### src/rtl/risc_ctrl_pkg.sv
// Shared encodings for the RISC multi-cycle control sequencer and its ALU control decoder.
package risc_ctrl_pkg;

    typedef enum logic [2:0] {
        FETCH     = 3'd0,
        DECODE    = 3'd1,
        EXECUTE   = 3'd2,
        MEM       = 3'd3,
        WRITEBACK = 3'd4,
        HALT      = 3'd5
    } state_t;

    typedef enum logic [3:0] {
        ALU_ADD = 4'd0,
        ALU_SUB = 4'd1,
        ALU_AND = 4'd2,
        ALU_OR  = 4'd3,
        ALU_SLL = 4'd4,
        ALU_SRL = 4'd5
    } alu_op_t;

    typedef enum logic [1:0] {
        PC_SEQ    = 2'd0,
        PC_BRANCH = 2'd1,
        PC_JUMP   = 2'd2
    } pc_src_t;

    localparam logic [5:0] OP_RTYPE = 6'h00;
    localparam logic [5:0] OP_ADDI  = 6'h01;
    localparam logic [5:0] OP_LD    = 6'h02;
    localparam logic [5:0] OP_ST    = 6'h03;
    localparam logic [5:0] OP_BEQ   = 6'h04;
    localparam logic [5:0] OP_JMP   = 6'h05;
    localparam logic [5:0] OP_HALT  = 6'h3F;

    localparam logic [5:0] FN_ADD = 6'h20;
    localparam logic [5:0] FN_SUB = 6'h22;
    localparam logic [5:0] FN_AND = 6'h24;
    localparam logic [5:0] FN_OR  = 6'h25;
    localparam logic [5:0] FN_SLL = 6'h00;
    localparam logic [5:0] FN_SRL = 6'h02;

endpackage

### src/rtl/risc_ctrl_fsm_if.sv
// Shared memory-port handshake between the control sequencer (master) and memory (slave).
interface risc_ctrl_fsm_if;
    logic mem_req;
    logic mem_we;
    logic mem_sel;
    logic mem_ready;

    modport master (output mem_req, output mem_we, output mem_sel, input mem_ready);
    modport slave  (input mem_req, input mem_we, input mem_sel, output mem_ready);
endinterface

### src/rtl/risc_alu_ctrl.sv
// Combinational opcode/func decode to ALU operation, immediate select and illegal flag.
module risc_alu_ctrl
    import risc_ctrl_pkg::*;
(
    input  logic [5:0] opcode,
    input  logic [5:0] func,
    output logic [3:0] alu_op,
    output logic       alu_src_imm,
    output logic       illegal
);

    always_comb begin
        alu_op      = ALU_ADD;
        alu_src_imm = 1'b0;
        illegal     = 1'b0;
        case (opcode)
            OP_RTYPE: begin
                case (func)
                    FN_ADD:  alu_op = ALU_ADD;
                    FN_SUB:  alu_op = ALU_SUB;
                    FN_AND:  alu_op = ALU_AND;
                    FN_OR:   alu_op = ALU_OR;
                    FN_SLL:  alu_op = ALU_SLL;
                    FN_SRL:  alu_op = ALU_SRL;
                    default: illegal = 1'b1;
                endcase
            end
            OP_ADDI, OP_LD, OP_ST: alu_src_imm = 1'b1;
            OP_BEQ:                alu_op = ALU_SUB;
            OP_JMP, OP_HALT:       ;
            default:               illegal = 1'b1;
        endcase
    end

endmodule

### src/rtl/risc_ctrl_fsm.sv
// Multi-cycle FETCH/DECODE/EXECUTE/MEM/WRITEBACK sequencer for the RISC core.
// Optional memory wait timeout: define CTRL_MEM_TIMEOUT_EN.
module risc_ctrl_fsm
    import risc_ctrl_pkg::*;
#(
    parameter int unsigned ADDR_STEP    = 4,
    parameter int unsigned MEM_WAIT_MAX = 15
) (
    input  logic                  clk,
    input  logic                  reset,
    input  logic [5:0]            opcode,
    input  logic [5:0]            func,
    input  logic                  alu_zero,
    risc_ctrl_fsm_if.master       mem_bus,
    output logic                  pc_write,
    output logic [1:0]            pc_src,
    output logic                  ir_write,
    output logic                  dec_en,
    output logic [3:0]            alu_op,
    output logic                  alu_src_imm,
    output logic                  reg_write,
    output logic                  wb_sel,
    output logic                  halted,
    output logic                  illegal,
    output logic [2:0]            state
);

    if (ADDR_STEP == 0) begin : g_bad_addr_step
        $error("ADDR_STEP must be nonzero");
    end
    if (MEM_WAIT_MAX == 0) begin : g_bad_wait_max
        $error("MEM_WAIT_MAX must be nonzero");
    end

    state_t     state_q;
    logic       illegal_q;
    logic [3:0] ac_op;
    logic       ac_imm;
    logic       ac_ill;
    logic       mem_ready;
    logic       wait_expired;

    assign mem_ready = mem_bus.mem_ready;

    risc_alu_ctrl u_alu_ctrl (
        .opcode      (opcode),
        .func        (func),
        .alu_op      (ac_op),
        .alu_src_imm (ac_imm),
        .illegal     (ac_ill)
    );

`ifdef CTRL_MEM_TIMEOUT_EN
    localparam int unsigned CW = $clog2(MEM_WAIT_MAX + 1);
    logic [CW-1:0] wait_cnt;
    // Expires on the MEM_WAIT_MAX-th consecutive unanswered request cycle.
    assign wait_expired = (wait_cnt == CW'(MEM_WAIT_MAX - 1)) && !mem_ready;
`else
    assign wait_expired = 1'b0;
`endif

    always_ff @(posedge clk) begin
        if (reset) begin
            state_q   <= FETCH;
            illegal_q <= 1'b0;
`ifdef CTRL_MEM_TIMEOUT_EN
            wait_cnt  <= '0;
`endif
        end else begin
`ifdef CTRL_MEM_TIMEOUT_EN
            wait_cnt <= '0;
            if ((state_q == FETCH || state_q == MEM) && !mem_ready && !wait_expired)
                wait_cnt <= wait_cnt + CW'(1);
`endif
            case (state_q)
                FETCH: begin
                    if (mem_ready)
                        state_q <= DECODE;
                    else if (wait_expired) begin
                        state_q   <= HALT;
                        illegal_q <= 1'b1;
                    end
                end
                DECODE: state_q <= EXECUTE;
                EXECUTE: begin
                    if (ac_ill) begin
                        state_q   <= HALT;
                        illegal_q <= 1'b1;
                    end else begin
                        case (opcode)
                            OP_RTYPE, OP_ADDI: state_q <= WRITEBACK;
                            OP_LD, OP_ST:      state_q <= MEM;
                            OP_HALT:           state_q <= HALT;
                            default:           state_q <= FETCH;
                        endcase
                    end
                end
                MEM: begin
                    if (mem_ready)
                        state_q <= (opcode == OP_LD) ? WRITEBACK : FETCH;
                    else if (wait_expired) begin
                        state_q   <= HALT;
                        illegal_q <= 1'b1;
                    end
                end
                WRITEBACK: state_q <= FETCH;
                HALT:      state_q <= HALT;
                default:   state_q <= FETCH;
            endcase
        end
    end

    // Outputs follow the state register directly and are forced low during reset.
    always_comb begin
        pc_write         = 1'b0;
        pc_src           = PC_SEQ;
        ir_write         = 1'b0;
        dec_en           = 1'b0;
        alu_op           = ALU_ADD;
        alu_src_imm      = 1'b0;
        mem_bus.mem_req  = 1'b0;
        mem_bus.mem_we   = 1'b0;
        mem_bus.mem_sel  = 1'b0;
        reg_write        = 1'b0;
        wb_sel           = 1'b0;
        halted           = 1'b0;
        illegal          = 1'b0;
        if (!reset) begin
            case (state_q)
                FETCH: begin
                    mem_bus.mem_req = 1'b1;
                    if (mem_ready) begin
                        ir_write = 1'b1;
                        pc_write = 1'b1;
                    end
                end
                DECODE: dec_en = 1'b1;
                EXECUTE: begin
                    alu_op      = ac_op;
                    alu_src_imm = ac_imm;
                    if (opcode == OP_BEQ && alu_zero) begin
                        pc_write = 1'b1;
                        pc_src   = PC_BRANCH;
                    end else if (opcode == OP_JMP) begin
                        pc_write = 1'b1;
                        pc_src   = PC_JUMP;
                    end
                end
                MEM: begin
                    mem_bus.mem_req = 1'b1;
                    mem_bus.mem_sel = 1'b1;
                    mem_bus.mem_we  = (opcode == OP_ST);
                end
                WRITEBACK: begin
                    reg_write = 1'b1;
                    wb_sel    = (opcode == OP_LD);
                end
                HALT: begin
                    halted  = 1'b1;
                    illegal = illegal_q;
                end
                default: ;
            endcase
        end
    end

    assign state = reset ? FETCH : state_q;

endmodule

### src/flat_wrapper.sv
// flat-port wrapper written by rule: the top's interface ports become plain ports
module risc_ctrl_fsm_flat import risc_ctrl_pkg::*;
#(
    parameter int unsigned ADDR_STEP    = 4,
    parameter int unsigned MEM_WAIT_MAX = 15
)
  (clk, reset, opcode, func, alu_zero, pc_write, pc_src, ir_write, dec_en, alu_op, alu_src_imm, reg_write, wb_sel, halted, illegal, state, mem_bus_mem_req, mem_bus_mem_we, mem_bus_mem_sel, mem_bus_mem_ready);
  risc_ctrl_fsm_if mem_bus_i ();
  input  logic clk;
  input  logic reset;
  input  logic [5:0] opcode;
  input  logic [5:0] func;
  input  logic alu_zero;
  output logic pc_write;
  output logic [1:0] pc_src;
  output logic ir_write;
  output logic dec_en;
  output logic [3:0] alu_op;
  output logic alu_src_imm;
  output logic reg_write;
  output logic wb_sel;
  output logic halted;
  output logic illegal;
  output logic [2:0] state;
  output wire logic [$bits(mem_bus_i.mem_req)-1:0] mem_bus_mem_req;
  output wire logic [$bits(mem_bus_i.mem_we)-1:0] mem_bus_mem_we;
  output wire logic [$bits(mem_bus_i.mem_sel)-1:0] mem_bus_mem_sel;
  input wire logic [$bits(mem_bus_i.mem_ready)-1:0] mem_bus_mem_ready;
  assign mem_bus_mem_req = mem_bus_i.mem_req;
  assign mem_bus_mem_we = mem_bus_i.mem_we;
  assign mem_bus_mem_sel = mem_bus_i.mem_sel;
  assign mem_bus_i.mem_ready = mem_bus_mem_ready;
  risc_ctrl_fsm #(.ADDR_STEP(ADDR_STEP), .MEM_WAIT_MAX(MEM_WAIT_MAX)) u_core (.clk(clk), .reset(reset), .opcode(opcode), .func(func), .alu_zero(alu_zero), .mem_bus(mem_bus_i), .pc_write(pc_write), .pc_src(pc_src), .ir_write(ir_write), .dec_en(dec_en), .alu_op(alu_op), .alu_src_imm(alu_src_imm), .reg_write(reg_write), .wb_sel(wb_sel), .halted(halted), .illegal(illegal), .state(state));
endmodule
### config.mk
export PLATFORM = sky130hd
export DESIGN_NAME = risc_ctrl_fsm_flat
export DESIGN_NICKNAME = d
export VERILOG_FILES = /design/src/rtl/risc_ctrl_pkg.sv /design/src/rtl/risc_ctrl_fsm_if.sv /design/src/rtl/risc_alu_ctrl.sv /design/src/rtl/risc_ctrl_fsm.sv /design/src/flat_wrapper.sv
export SDC_FILE = /design/constraint.sdc
export NUM_CORES = 1
export LEC_CHECK = 0
export ABC_AREA = 1
export CAP_MARGIN = 15
export CORE_UTILIZATION = 41
export CTS_CLUSTER_DIAMETER = 60
export DETAILED_ROUTE_END_ITERATION = 16
export MAX_ROUTING_LAYER = met4
export PLACE_DENSITY = 0.84
export SLEW_MARGIN = 10
export SYNTH_ARGS = -nofsm -noshare
export SYNTH_HDL_FRONTEND = slang
export SYNTH_HIERARCHICAL = 1
export SYNTH_SLANG_ARGS = --single-unit
### constraint.sdc
create_clock -name clk -period 3.05 [get_ports clk]
set_input_delay 0.7625 -clock clk [delete_from_list [all_inputs] [get_ports clk]]
set_output_delay 0.7625 -clock clk [all_outputs]
set_load 0.1 [all_outputs]
======== Yosys cells after proc, flatten, opt, wreduce, memory -nomap -nowiden ========
Index checks and enable logic that the tools add are counted.
storage, ports and cells
  bits in registers ....................... 4
  input port bits ......................... 16
  output and inout port bits .............. 20
  logic and storage cells ................. 75
cells by class
  equal/unequal tests ..................... 18
  mux-type cells .......................... 43
  reductions and logical operators ........ 12
operator list
  operator                                        number
  == test 6 bit (second input constant)           5
  case mux 3 bit (5 select lines)                 2
  2-to-1 mux 1 bit                                26
  == test 6 x 2 -> 1 bit (second input constant)  3
  2-to-1 mux 3 bit                                6
  == test 6 x 3 -> 1 bit (second input constant)  2
  logical NOT 6 bit                               2
  OR reduction 6 bit                              2
  case mux 3 bit (3 select lines)                 1
  2-to-1 mux 2 bit                                4
  == test 3 x 2 -> 1 bit (second input constant)  2
  == test 3 bit (second input constant)           2
  == test 6 x 1 -> 1 bit (second input constant)  1
  case mux 3 bit (2 select lines)                 1
  OR reduction 2 bit                              3
  2-to-1 mux 4 bit                                1
  != test 2 bit (second input constant)           2
  case mux 1 bit (2 select lines)                 2
  AND reduction 2 bit                             2
  == test 3 x 1 -> 1 bit (second input constant)  1
  logical NOT 3 bit                               1
  OR reduction 3 bit                              1
  logical AND 1 bit                               1

======== Longest topological paths before layout ========
  word-level depth ........................ 6
  mapped depth ............................ 12
  gate-level depth less buffers ........... 12

======== Cells and area by module ========
The synthesis kept the hierarchy.
modules (own cells, without submodules)
  module         instances  cells each  area an instance (µm²)  sequential area each (µm²)
  risc_ctrl_fsm  1          90          464.2                   80.1
  risc_alu_ctrl  1          44          205.2                   0.0

======== Worst setup path after synthesis ========
Ideal clock, no wire load.
  kind .................................... input-to-output
  start ................................... input port reset
  end ..................................... output port pc_write
  data arrival time ....................... 4.248 ns
  required time ........................... 2.288 ns
  slack ................................... -1.960 ns
  cell stages on the path ................. 4
  path buffers ............................ 1
  cell sequence ........................... buf_2 nor3_1 nor2_1 o21ai_0
on the way
  word-level cells in the longest chain between the ends .. 1
ends and longest elaborated chain
  element           RTL line              text
  from (decl)       flat_wrapper.sv:10    input logic reset;
  2-to-1 mux 1 bit  risc_ctrl_fsm.sv:128  if (!reset) begin
  to (decl)         flat_wrapper.sv:14    output logic pc_write;
No other way between the ends.

======== Worst setup path in the final report ========
  start ................................... input port opcode[3]
  end ..................................... output port mem_bus_mem_we
on the way
  word-level cells in the longest chain between the ends .. 3
ends and longest elaborated chain
  element                 RTL line              text
  from (decl)             flat_wrapper.sv:11    input logic [5:0] opcode;
  == test 6 x 2 -> 1 bit  risc_ctrl_fsm.sv:152  mem_bus.mem_we = (opcode == OP_ST);
  2-to-1 mux 1 bit        risc_ctrl_fsm.sv:129  case (state_q)
  2-to-1 mux 1 bit        risc_ctrl_fsm.sv:128
  to (decl)               flat_wrapper.sv:26    output wire logic [$bits(mem_bus_i.mem_we)-1:0] mem_bus_mem_we;
No other way between the ends.

==> impl_metrics.py <==
metrics = {
    "cells_and_area": {
        "diodes": 0,
        "stdcell_count": 190,
        "final_cell_mix": "inv_1 (26), nor2_1 (26), nand2_1 (26)",
        "num-nets-final": 192,
        "area_growth_pct": 98.3,
        "final_layout_size_suffix_gt1_frac": 0.276,
        "final_util": 0.871,
    },
    "synth": {
        "netlist_area_um2": 669,
        "ys_top_cells_by_area": "nor2_1 (19%), inv_1 (15%), nand2_1 (15%)",
        "synthCells": 134,
        "ys_warn_count": 6,
        "yosys.area.top_type_share": 0.185,
        "yosys.area.top_type": "nor2_1",
        "ys_seq_elements": 4,
        "syn_area_per_cell_um2": 5.00,
        "yosysSeqAreaShare": 0.120,
        "yosysUniqueCellTypes": 25,
        "synth_nets": 150,
    },
    "clock_tree": {
        "cts_tree": "done",
        "htree_levels": 1,
        "clkSinkCount": 4,
        "path_clk_slew_ns": 0.04,
        "cts_setup_buffers": 0,
        "hold_buffers": 0,
        "cts_root_buffer": "clkbuf_4",
        "cts_inserted_buffers": 3,
        "cts_max_path_buffers": 2,
        "clock_latency_ns": 0.23,
    },
    "timing": {
        "setup_tns_ns": 0,
        "finalSetupViolCount": 0,
        "finalCriticalPeriod_ns": 2.99,
        "fin_crit_sh": 0.980,
        "fin_skew_ns": 0.000477,
        "finalMaxSlewViolations": 1,
        "hold_viol": 0,
        "worst_slew_margin_rel": -0.146,
        "rsz0062_at_grt": "no",
        "fin_ws_ns": 0.0604,
        "worst_slew_pin_slew_ns": 1.71,
        "max_freq_ghz": 0.334,
    },
    "grt": {
        "grt_overflow_total": 0,
        "grt_usage": 0.241,
        "antenna_found_initial": 0,
        "grt_pass1_wl_um": 3310,
        "grt_pass1_vias": 896,
        "grt_max_degree": 10,
    },
    "routing": {
        "remaining_drc_errors": 0,
        "drt-met1-wl_um": 822,
        "wirelength_um": 2070,
        "num_vias": 969,
        "dr_wl_met3_um": 77,
        "via_per_inst": 5.10,
        "wl_per_cell_um": 10.9,
        "top_layer_used": "met4",
        "wl_met2_um": 1120,
        "antenna_left": 0,
        "drt_pass1_iterations": 4,
        "first_iter_violations": 36,
    },
    "placement": {
        "dp.cells": 187,
        "dp_hpwl_um": 1690,
        "dp_slack_ns": 0.103,
        "port_buffers": 34,
        "gp_congestion": 0.847,
    },
    "floorplanning": {
        "die-area_mm2": 0.00180,
        "die_h_um": 42.4,
        "rows": 14,
        "dieWidth_um": 42.4,
        "start_util": 0.439,
        "io_pins": 36,
        "coreArea_mm2": 0.00152,
    },
    "worst_setup_path": {
        "start_kind": "primary input",
        "worstSetupPathType": "primary input to output port",
        "rr_endpoint": "u_core/state_q[1]$_SDFFE_PP0P_",
        "r2r_start": "u_core/state_q[0]$_SDFFE_PP0P_",
        "path_cells": "clkdlybuf4s50_1 -> nor2_1 -> nand3_1 -> nor4_4 -> buf_12",
        "worstSetupEndpointType": "output port",
        "r2r_setup_slack_ns": 1.76,
        "path_max_fanout": 8,
        "critPathArrivalTime_ns": 2.23,
        "required_ns": 2.29,
        "slowest_delay_ns": 0.53,
        "slowest_stage": "clkdlybuf4s50_1",
        "ff2ff_path_depth": 4,
    },
    "min_path": {
        "min_path_type": "register to register",
        "hold_path_depth": 2,
        "min_to": "u_core/illegal_q$_SDFFE_PP0P_",
        "hp-start": "u_core/illegal_q$_SDFFE_PP0P_",
    },
    "status": {
        "status": "finished, violations left",
        "violations": "slew limit",
    },
    "power_and_ir_drop": {
        "p_per_area_mw_per_mm2": 276,
        "total_power_uw": 366,
        "peakVddDrop_mv": 0.205,
        "leakage_uw": 0.000595,
    },
    "job": {
        "drv_cap": 0,
    },
}
cells by family (layout without fill, tap and decap cells):
| kind of cell | Yosys count | count (layout) | synth area share |
|---|---|---|---|
| AO/OA/AOI/OAI | 9 | 9 | 0.0785 |
| buffers and inverters | 30 | 70 | 0.176 |
| flip-flops | 4 | 4 | 0.120 |
| other | 1 | 1 | 0.00560 |
| AND/OR/NAND/NOR | 90 | 90 | 0.621 |
how the worst max path moves through the flow:
stage | endpoint | slack [ns] | startpoint
detailed placement | alu_src_imm | 0.10 | opcode[1]
global route | mem_bus_mem_we | 0.009 | opcode[3]
floorplan | pc_write | -0.22 | opcode[5]
global placement | alu_op[0] | 0.14 | opcode[5]
finish | mem_bus_mem_we | 0.06 | opcode[3]
CTS | mem_bus_mem_we | 0.10 | opcode[3]
through the flow:
stage                     area (um^2)  hold slack [ns]
final                            1330            0.522
after global routing             1330            0.534
after CTS                        1330            0.521
after detailed placement         1300            0.516
after global placement           1300            0.497
after floorplan                   727            0.476
critical path: cells and delay by family:
kind | cells | cell delay [ns]
buffers and inverters | 2 | 0.74
and+or+nand+nor | 3 | 0.72
flip-flops by register name, summed over array words and instances (netlist names):
register and flops:
u_core/state_q 3, u_core/illegal_q 1
cells in the mapped netlist:
cell type,number
a21boi_1,1
a21oi_1,1
a21oi_2,1
buf_2,1
buf_4,1
clkinv_1,1
conb_1,1
dfxtp_1,4
inv_1,26
inv_2,1
nand2_1,26
nand2_2,1
nand2_4,1
nand3_1,16
nand3_2,1
nand4_1,3
nor2_1,33
nor2_2,2
nor2_4,1
nor3_1,3
nor3_4,1
nor4_1,2
o21ai_0,4
o21ai_1,1
o22ai_1,1
power breakdown:
group | total, uW | switching, uW | internal, uW
combinational | 237 | 155 | 81.6
clock | 63.7 | 19.9 | 43.9
sequential | 65.5 | 6.98 | 58.5
total | 366 | 182 | 184
per-layer routing:
| metal | vias up | GRT usage |
|---|---|---|
| li1 | 502 | - |
| met1 | 418 | 0.232 |
| met2 | 41 | 0.477 |
| met3 | 8 | 0.0302 |
| met4 | 0 | 0.0875 |
| met5 | - | - |
layout make-up:
cell class	count	area [um^2]
Clock buffer	3	22.5
Timing Repair Buffer	39	571
Sequential cell	4	80.1
Multi-Input combinational cell	100	529
Tap cell	16	20.0
Fill cell	87	196
Inverter	28	105
what timing repair did:
action | 4_1_cts | 5_1_grt
hold endpoints to repair | 0 | 0
setup endpoints to repair | 0 | 1
resized for setup | 0 | 1
Note: power is estimated with default switching activity, not from simulation.
